==> src/rtl/rs_sched_pkg.sv <==
// Shared definitions for the ALU reservation station: widths, opcode classes, type filter.
// Build option: RS_AGE_SELECT_EN selects oldest-ready issue instead of lowest-index.
package rs_sched_pkg;
   localparam int ROB_SIZE_WIDTH = 4;
   localparam int XLEN           = 32;
   localparam int OP_W           = 3;
   localparam int TYPE_W         = 7;

   localparam logic [TYPE_W-1:0] I_TYPE = 7'b0010011;
   localparam logic [TYPE_W-1:0] R_TYPE = 7'b0110011;
   localparam logic [TYPE_W-1:0] B_TYPE = 7'b1100011;

   function automatic logic is_alu_type(input logic [TYPE_W-1:0] t);
      return (t == I_TYPE) || (t == R_TYPE) || (t == B_TYPE);
   endfunction
endpackage

==> src/rtl/rs_sched_pick.sv <==
// Request vector -> single grant and its index; lowest-index priority or oldest-first via age matrix.
// age[i*DEPTH+j]=1 means entry i is older than entry j (only read when AGE_MODE=1).
module rs_pick #(
   parameter int DEPTH    = 8,
   parameter bit AGE_MODE = 1'b0,
   parameter int IW       = $clog2(DEPTH)
) (
   input  logic [DEPTH-1:0]       req,
   input  logic [DEPTH*DEPTH-1:0] age,
   output logic [IW-1:0]          idx,
   output logic                   any
);
   logic [DEPTH-1:0] grant;

   generate
      if (AGE_MODE) begin : g_age
         for (genvar gi = 0; gi < DEPTH; gi++) begin : g_row
            logic [DEPTH-1:0] older;
            for (genvar gj = 0; gj < DEPTH; gj++) begin : g_col
               if (gj == gi) begin : g_diag
                  assign older[gj] = 1'b0;
               end else begin : g_off
                  assign older[gj] = age[gj*DEPTH + gi];
               end
            end
            // granted only if no other requester is older
            assign grant[gi] = req[gi] && !(|(req & older));
         end
      end else begin : g_prio
         logic unused_age;
         assign unused_age = ^age;
         assign grant = req & (~req + DEPTH'(1));
      end
   endgenerate

   always_comb begin
      idx = '0;
      for (int i = 0; i < DEPTH; i++)
         if (grant[i]) idx = idx | IW'(i);
   end

   assign any = |req;
endmodule

==> src/rtl/rs_sched.sv <==
// ALU reservation station: holds ops until operands arrive over N_CDB buses, issues one per cycle.
// Build option: RS_AGE_SELECT_EN (oldest ready entry issues first; otherwise lowest index).
module rs_sched
   import rs_sched_pkg::*;
#(
   parameter int DEPTH = 8,
   parameter int ROB_W = ROB_SIZE_WIDTH,
   parameter int N_CDB = 2
) (
   input  logic                    clk,
   input  logic                    rst,
   input  logic                    rdy,
   input  logic                    flush,
   input  logic                    in_valid,
   output logic                    in_ready,
   input  logic [31:0]             in_instr,
   input  logic [OP_W-1:0]         in_op,
   input  logic [TYPE_W-1:0]       in_type,
   input  logic [XLEN-1:0]         in_v1,
   input  logic [XLEN-1:0]         in_v2,
   input  logic                    in_dep1,
   input  logic                    in_dep2,
   input  logic [ROB_W-1:0]        in_q1,
   input  logic [ROB_W-1:0]        in_q2,
   input  logic [ROB_W-1:0]        in_rob_id,
   input  logic [N_CDB-1:0]        cdb_valid,
   input  logic [N_CDB*ROB_W-1:0]  cdb_rob_id,
   input  logic [N_CDB*XLEN-1:0]   cdb_value,
   output logic                    ex_valid,
   input  logic                    ex_ready,
   output logic [OP_W-1:0]         ex_op,
   output logic [TYPE_W-1:0]       ex_type,
   output logic                    ex_op_other,
   output logic [XLEN-1:0]         ex_v1,
   output logic [XLEN-1:0]         ex_v2,
   output logic [ROB_W-1:0]        ex_rob_id,
   output logic [$clog2(DEPTH):0]  count
);
   localparam int IW = $clog2(DEPTH);
   localparam int CW = IW + 1;

   logic [DEPTH-1:0]  busy_reg, dep1_reg, dep2_reg, other_reg;
   logic [OP_W-1:0]   op_reg   [DEPTH];
   logic [TYPE_W-1:0] type_reg [DEPTH];
   logic [XLEN-1:0]   v1_reg   [DEPTH];
   logic [XLEN-1:0]   v2_reg   [DEPTH];
   logic [ROB_W-1:0]  q1_reg   [DEPTH];
   logic [ROB_W-1:0]  q2_reg   [DEPTH];
   logic [ROB_W-1:0]  rob_reg  [DEPTH];
   logic [CW-1:0]     count_reg;

   // {hit, value}; descending scan so the lowest matching channel is the one kept
   function automatic logic [XLEN:0] cdb_lookup(
      input logic [ROB_W-1:0]       q,
      input logic [N_CDB-1:0]       vld,
      input logic [N_CDB*ROB_W-1:0] tags,
      input logic [N_CDB*XLEN-1:0]  vals);
      logic [XLEN:0] r;
      r = '0;
      for (int c = N_CDB - 1; c >= 0; c--)
         if (vld[c] && tags[c*ROB_W +: ROB_W] == q) r = {1'b1, vals[c*XLEN +: XLEN]};
      return r;
   endfunction

   logic [XLEN:0] w1 [DEPTH];
   logic [XLEN:0] w2 [DEPTH];
   logic [XLEN:0] b1, b2;

   generate
      for (genvar gi = 0; gi < DEPTH; gi++) begin : g_wake
         assign w1[gi] = cdb_lookup(q1_reg[gi], cdb_valid, cdb_rob_id, cdb_value);
         assign w2[gi] = cdb_lookup(q2_reg[gi], cdb_valid, cdb_rob_id, cdb_value);
      end
   endgenerate

   assign b1 = cdb_lookup(in_q1, cdb_valid, cdb_rob_id, cdb_value);
   assign b2 = cdb_lookup(in_q2, cdb_valid, cdb_rob_id, cdb_value);

   logic [DEPTH-1:0]       ready_vec;
   logic [IW-1:0]          sel_idx, free_idx;
   logic                   ready_any, free_any, accept, issue;
   logic [DEPTH*DEPTH-1:0] age_flat;

   assign ready_vec = busy_reg & ~dep1_reg & ~dep2_reg;

`ifdef RS_AGE_SELECT_EN
   logic [DEPTH-1:0] old_reg [DEPTH];

   generate
      for (genvar gi = 0; gi < DEPTH; gi++) begin : g_age_flat
         assign age_flat[gi*DEPTH +: DEPTH] = old_reg[gi];
      end
   endgenerate

   always_ff @(posedge clk or posedge rst) begin
      if (rst) begin
         for (int i = 0; i < DEPTH; i++) old_reg[i] <= '0;
      end else if (rdy) begin
         if (flush) begin
            for (int i = 0; i < DEPTH; i++) old_reg[i] <= '0;
         end else if (accept) begin
            // newcomer is younger than every entry currently resident
            old_reg[free_idx] <= '0;
            for (int i = 0; i < DEPTH; i++)
               if (IW'(i) != free_idx) old_reg[i][free_idx] <= busy_reg[i];
         end
      end
   end

   rs_pick #(.DEPTH(DEPTH), .AGE_MODE(1'b1)) u_ready_pick (
      .req(ready_vec), .age(age_flat), .idx(sel_idx), .any(ready_any));
`else
   assign age_flat = '0;

   rs_pick #(.DEPTH(DEPTH), .AGE_MODE(1'b0)) u_ready_pick (
      .req(ready_vec), .age(age_flat), .idx(sel_idx), .any(ready_any));
`endif

   rs_pick #(.DEPTH(DEPTH), .AGE_MODE(1'b0)) u_free_pick (
      .req(~busy_reg), .age({(DEPTH*DEPTH){1'b0}}), .idx(free_idx), .any(free_any));

   assign in_ready = (count_reg != CW'(DEPTH));
   assign accept   = rdy && !flush && in_valid && in_ready && free_any && is_alu_type(in_type);
   assign ex_valid = rdy && ready_any;
   assign issue    = ex_valid && ex_ready;
   assign count    = count_reg;

   assign ex_op       = ex_valid ? op_reg[sel_idx]   : '0;
   assign ex_type     = ex_valid ? type_reg[sel_idx] : '0;
   assign ex_op_other = ex_valid ? other_reg[sel_idx] : 1'b0;
   assign ex_v1       = ex_valid ? v1_reg[sel_idx]   : '0;
   assign ex_v2       = ex_valid ? v2_reg[sel_idx]   : '0;
   assign ex_rob_id   = ex_valid ? rob_reg[sel_idx]  : '0;

   logic unused_instr;
   assign unused_instr = ^{in_instr[31], in_instr[29:0]};

   always_ff @(posedge clk or posedge rst) begin
      if (rst) begin
         busy_reg  <= '0;
         dep1_reg  <= '0;
         dep2_reg  <= '0;
         other_reg <= '0;
         count_reg <= '0;
         for (int i = 0; i < DEPTH; i++) begin
            op_reg[i]   <= '0;
            type_reg[i] <= '0;
            v1_reg[i]   <= '0;
            v2_reg[i]   <= '0;
            q1_reg[i]   <= '0;
            q2_reg[i]   <= '0;
            rob_reg[i]  <= '0;
         end
      end else if (rdy) begin
         if (flush) begin
            busy_reg  <= '0;
            count_reg <= '0;
         end else begin
            for (int i = 0; i < DEPTH; i++) begin
               if (dep1_reg[i] && w1[i][XLEN]) begin
                  v1_reg[i]   <= w1[i][XLEN-1:0];
                  dep1_reg[i] <= 1'b0;
               end
               if (dep2_reg[i] && w2[i][XLEN]) begin
                  v2_reg[i]   <= w2[i][XLEN-1:0];
                  dep2_reg[i] <= 1'b0;
               end
            end
            if (issue) busy_reg[sel_idx] <= 1'b0;
            // free slot is never the issuing one, so both writes can coexist
            if (accept) begin
               busy_reg[free_idx]  <= 1'b1;
               op_reg[free_idx]    <= in_op;
               type_reg[free_idx]  <= in_type;
               other_reg[free_idx] <= in_instr[30];
               rob_reg[free_idx]   <= in_rob_id;
               q1_reg[free_idx]    <= in_q1;
               q2_reg[free_idx]    <= in_q2;
               dep1_reg[free_idx]  <= in_dep1 && !b1[XLEN];
               dep2_reg[free_idx]  <= in_dep2 && !b2[XLEN];
               v1_reg[free_idx]    <= (in_dep1 && b1[XLEN]) ? b1[XLEN-1:0] : in_v1;
               v2_reg[free_idx]    <= (in_dep2 && b2[XLEN]) ? b2[XLEN-1:0] : in_v2;
            end
            count_reg <= count_reg + CW'(accept) - CW'(issue);
         end
      end
   end
endmodule

==> config.mk <==
export PLATFORM = sky130hd
export DESIGN_NAME = rs_sched
export DESIGN_NICKNAME = d
export VERILOG_FILES = /design/src/rtl/rs_sched_pkg.sv /design/src/rtl/rs_sched_pick.sv /design/src/rtl/rs_sched.sv
export SDC_FILE = /design/constraint.sdc
export NUM_CORES = 2
export LEC_CHECK = 0
export BUFFER_PORTS_ARGS = -buffer_cell sky130_fd_sc_hd__buf_2
export CAP_MARGIN = 0
export CORE_MARGIN = 5
export CORE_UTILIZATION = 65
export CTS_BUF_LIST = sky130_fd_sc_hd__clkbuf_2
export DETAILED_ROUTE_END_ITERATION = 12
export HOLD_SLACK_MARGIN = 0.03
export PLACE_DENSITY = 0.85
export SYNTH_ARGS = -nofsm -noshare
export SYNTH_HDL_FRONTEND = slang
export SYNTH_SLANG_ARGS = --single-unit
==> constraint.sdc <==
create_clock -name clk -period 36.2 [get_ports clk]
set_input_delay 1.81 -clock clk [delete_from_list [all_inputs] [get_ports clk]]
set_output_delay 1.81 -clock clk [all_outputs]
set_load 0.02 [all_outputs]
Yosys cells after proc, flatten, opt, wreduce, memory -nomap -nowiden:

Cells that the tools add are included.

* equality and inequality tests: 40
* reduce and logical (&&, ||, !) cells: 75
* order comparisons: 7
* bitwise operators: 15
* multiplexer cells: 203
* add/subtract/negate cells: 4

Operators with widths (count)
* 2-to-1 mux 32 bit: 57
* 2-to-1 mux 33 bit: 36
* bitwise mux 256 bit: 2
* 2-to-1 mux 256 bit: 2
* binary-select mux 32 bit (select 3 bit): 2
* == test 4 bit: 36
* bitwise mux 32 bit: 3
* demux 32 bit (select 3 bit): 1
* logical AND 1 bit: 66
* bitwise mux 56 bit: 1
* 2-to-1 mux 8 bit: 7
* 2-to-1 mux 1 bit: 54
* NOT 8 bit: 6
* AND 8 bit: 5
* 2-to-1 mux 3 bit: 12
* 2-to-1 mux 7 bit: 4
* bitwise mux 24 bit: 1
* bitwise mux 8 bit: 3
* binary-select mux 7 bit (select 3 bit): 1
* demux 7 bit (select 3 bit): 1
* 2-to-1 mux 4 bit: 5
* adder 8 x 1 -> 8 bit (second input constant): 2
* OR reduction 8 bit: 2
* binary-select mux 4 bit (select 3 bit): 1
* 23 further kinds: 34

* output and inout bits: 85
* bits in registers: 724
* logic and storage cells: 405

Longest topological paths before layout:

* depth in word-level cells: 25
* gate-level depth with buffers: 15
* depth with buffers taken out: 13

Hierarchy:

Synthesis repeated with hierarchy kept, for this count alone.

* cells, all modules: 5440
* area, all modules: 47839.6 um^2

By module, submodules not included
* rs_sched: cells each 5414, area each 47677.0 um^2, times used 1, seq. area each 18117.4 um^2
* rs_pick: cells each 13, area each 81.3 um^2, times used 2, seq. area each 0.0 um^2

Least setup slack after synthesis:

OpenSTA, ideal clock, no wires.

* path kind: input port to output port
* start point: input port rdy
* end point: output port ex_rob_id[2]
* stages: 3
* setup slack: 31.394 ns
* arrival: 2.996 ns
* data required time: 34.390 ns
* cells stage by stage: o21ai_0 -> clkbuf_1 -> a2111oi_2

* cells in the longest elaborated chain, start to end: 2

Ends and longest elaborated chain
* start, declared: line rs_sched.sv:12 `input logic rdy,`
* logical AND 1 bit: line rs_sched.sv:124 `assign ex_valid = rdy && ready_any;`
* 2-to-1 mux 4 bit: line rs_sched.sv:133 `assign ex_rob_id = ex_valid ? rob_reg[sel_idx] : '0;`
* end, declared: line rs_sched.sv:36 `output logic [ROB_W-1:0] ex_rob_id,`

Every way passes these cells.

Worst setup path after layout:

* start point: register busy_reg[2]
* end point: output port ex_v2[0]

* cells in the longest elaborated chain, start to end: 16
* elaborated cells between the ends (all ways): 18

Ends and longest elaborated chain
* start, declared: line rs_sched.sv:42 `logic [DEPTH-1:0] busy_reg, dep1_reg, dep2_reg, other_reg;`
* start signal, assigned: line rs_sched.sv:140 `busy_reg <= '0;`
* start signal, assigned: line rs_sched.sv:156 `busy_reg <= '0;`
* start signal, assigned by index: line rs_sched.sv:169 `if (issue) busy_reg[sel_idx] <= 1'b0;`
* AND 8 bit * (2 in a row): line rs_sched.sv:84 `assign ready_vec = busy_reg & ~dep1_reg & ~dep2_reg;`
* NOT 8 bit: line rs_sched_pick.sv:32 `assign grant = req & (~req + DEPTH'(1));`
* adder 8 x 1 -> 8 bit: line rs_sched_pick.sv:32
* AND 8 bit: line rs_sched_pick.sv:32
* 2-to-1 mux 2 bit (2 in a row): line rs_sched_pick.sv:39 `if (grant[i]) idx = idx | IW'(i);`
* 2-to-1 mux 3 bit (4 in a row): line rs_sched_pick.sv:39
* NOT 3 -> 4 bit (not written as such): line rs_sched.sv:132 `assign ex_v2 = ex_valid ? v2_reg[sel_idx] : '0;`
* binary-select mux 32 bit (select 3 bit): line rs_sched.sv:132
* 2-to-1 mux 32 bit (not written as such) (2 in a row): line rs_sched.sv:132
* 2-to-1 mux 32 bit *: line rs_sched.sv:132
* end, declared: line rs_sched.sv:35 `output logic [XLEN-1:0] ex_v2,`

Every way passes the cells marked *; elsewhere a longest branch is shown, timed or not. The select of a mux whose other input is x is not followed.

==> reports/metrics.yaml <==
run_status:
  status: "complete, but fails checks"
  violations: "DRC"
floorplanning:
  die_y_um: 277
  die_x_um: 277
  start_util_pct: 65.8
  coreArea_sq_mm: 0.0703
  dieArea_sq_mm: 0.0765
  ios: 285
  rows: 97
detailed_routing:
  avgRoutedWirePerCell_um: 30.4
  vias_per_cell: 7.80
  routed_wl_mm: 183
  drt_iter0_markers: 9871
  antenna_left: 0
  drtPass1Iterations: 13
  num_vias: 47000
  drc_errors: 18
timing:
  rsz0062_at_grt: "false"
  relSlewSlack_pct: 3.05
  skew_ns: 0.130
  drv_slew: 0
  layout_min_cycle_time_ns: 8.34
  min_period_over_period_pct: 23.0
  fmax_ghz: 0.120
  finalHoldViolCount: 0
  tightest_slew_ns: 1.45
  timing.setup.tns_ns: 0
  finalSetupViolCount: 0
  setup_slack_ns: 27.86
layout:
  nets: 5151
  syn_to_final_growth_pct: 5.64
  final_common_cell: "dfrtp_1"
  drive_above_1_share_pct: 21.5
  fillers: 5285
  most-common-layout-cells: "dfrtp_1 (724), nand2_1 (503), o22ai_1 (388), mux2i_1 (367), inv_1 (313)"
  instances_no_fill: 6029
  design_area_sq_mm: 0.0488
grt:
  track_usage_pct: 45.5
  antenna_found_initial: 28
  grt_first_pass_wirelength_mm: 273
  grt_max_degree: 146
  first_global_vias: 47100
  grt_overflow: 0
yosys:
  ys_seq_elements: 724
  yosysWarnings: 0
  ys_async_sr_fraction_pct: 100
  avgSynthCellArea_sq_um: 9.23
  synth_cells: 5008
  synth.distinct_cells: 81
  seq_area_frac_synth_pct: 39.2
  synth_area_sq_mm: 0.0462
  syn-num-nets: 5214
  synth_edf_count: 0
  ys.flop_type: "dfrtp_1"
cts:
  cts_hold_buf: 0
  cts_post_setup_buffers_inserted: 0
  cts.clk_slew.worst_paths_ns: 0.09
  cts_buffers: 187
  numClockSinks: 724
  cts-resized-gates: 0
  cts_buffer_depth: 3
  clkLatencyLatePin_ns: 1.50
  cts_htree_levels: 4
  cts-root-buf: "clkbuf_2"
  cts_tree: "done"
critical_path:
  r2r_start: "busy_reg[2]"
  crit_start: "busy_reg[2]"
  cp.arrival_ns: 6.53
  crit_fanout: 99
  end_kind: "output port"
  cp.required_ns: 34.39
  crit_path_start_kind: "flip-flop"
  path_class: "flip-flop to output port"
power_and_ir_drop:
  leakagePower_nw: 22.1
  ir_drop_v: 0.0000277
  powerDensity_mw_per_mm2: 39.8
placed_design:
  place_inst: 5696
  globalplace.congestion: 0.944
  place_area_sq_mm: 0.0472
  port_buffers: 253
  post-place-ws_ns: 29.88
  post-dp-hpwl_mm: 102
run:
  maxCapViolCount: 0
worst_hold_path:
  hold_class: "flip-flop to flip-flop"
  min_from: "rob_reg[5]"
-- final cells by class --
class                           instances  area, sq um  area share [%]
Multi-Input combinational cell       3359        24600            50.4
Sequential cell                       724        18100            37.1
Timing Repair Buffer                  357         2060            4.22
Clock buffer                          277         1390            2.84
Inverter                              316         1190            2.44
Tap cell                              940         1180            2.41
Clock inverter                         36          231           0.474
Antenna cell                           20         50.0           0.102
-- synth_stat cells, types with 38 or more instances --
master	number	area share, %
a221oi_1	111	2.1
a21oi_1	132	1.4
and3_1	92	1.2
buf_1	44	0.36
a31oi_1	132	1.8
o22ai_1	388	5.3
buf_2	121	1.3
nand3_1	57	0.62
nor3_1	139	1.5
xor2_1	66	1.3
dfrtp_1	724	39
o32ai_1	106	2.0
clkbuf_1	417	3.4
a2111oi_2	81	2.6
inv_1	314	2.5
o21ai_0	110	1.2
xnor2_1	63	1.2
nand2b_1	54	0.73
a222oi_1	126	2.7
nor2_1	182	1.5
a211oi_1	111	1.8
or3_1	38	0.51
mux2_2	224	5.5
nand2_1	506	4.1
mux2i_1	367	7.9
-- worst paths after layout --
path                          endpoint  cells past startpoint  slack [ns]
setup reg to reg              count[2]                     13       31.47
hold / removal              rob_reg[5]                      2        0.47
min in group asynchronous   q1_reg[10]                      2        0.59
max in group asynchronous  v1_reg[214]                      5       32.68
hold reg to reg             rob_reg[5]                      2        0.47
setup / recovery              ex_v2[0]                      8       27.86
-- kinds of logic after synthesis --
logic type	Yosys count	synth area share (%)
multiplexers	592	13.4
buffers and inverters	925	8.22
AO/OA/AOI/OAI	1452	24.6
XOR/XNOR	129	2.44
flip-flops	724	39.2
adder cells (fa/ha/maj)	6	0.179
AND/OR/NAND/NOR	1180	12.0
-- report_power, final --
part,leakage (nW),switching [mW],total [mW],internal [mW]
Sequential,8.59,0.0632,0.978,0.915
Combinational,12.3,0.225,0.383,0.158
Clock,1.26,0.359,0.582,0.223
-- worst max-delay path, stage by stage, from the launching register on --
cell and delay (ns):
dfrtp_1 0.56, or3b_1 0.43, a31oi_1 0.24, or2_4 0.77
nand2_8 0.79, buf_4 0.68, mux2_2 0.42, a2111oi_2 0.82
buf_2 0.33
-- per-stage QoR --
step	power (mW)	util, %	hold WS, ns
after floorplan	1.25	-	0.425
after detailed placement	1.35	67.1	0.448
final	1.94	69.5	0.468
after CTS	1.91	69.4	0.469
after global routing	2.01	69.5	0.492
after global placement	1.33	67.1	0.441
-- layer usage --
metal / global-route usage, % / wire, um / up-vias
met5: 0 / 116 / -
met4: 34.2 / 18000 / 16
met3: 21.1 / 32100 / 1637
met2: 64.7 / 74200 / 4893
met1: 53.8 / 58900 / 21900
li1: - / - / 18600
Power figures use the tool's default switching activity.
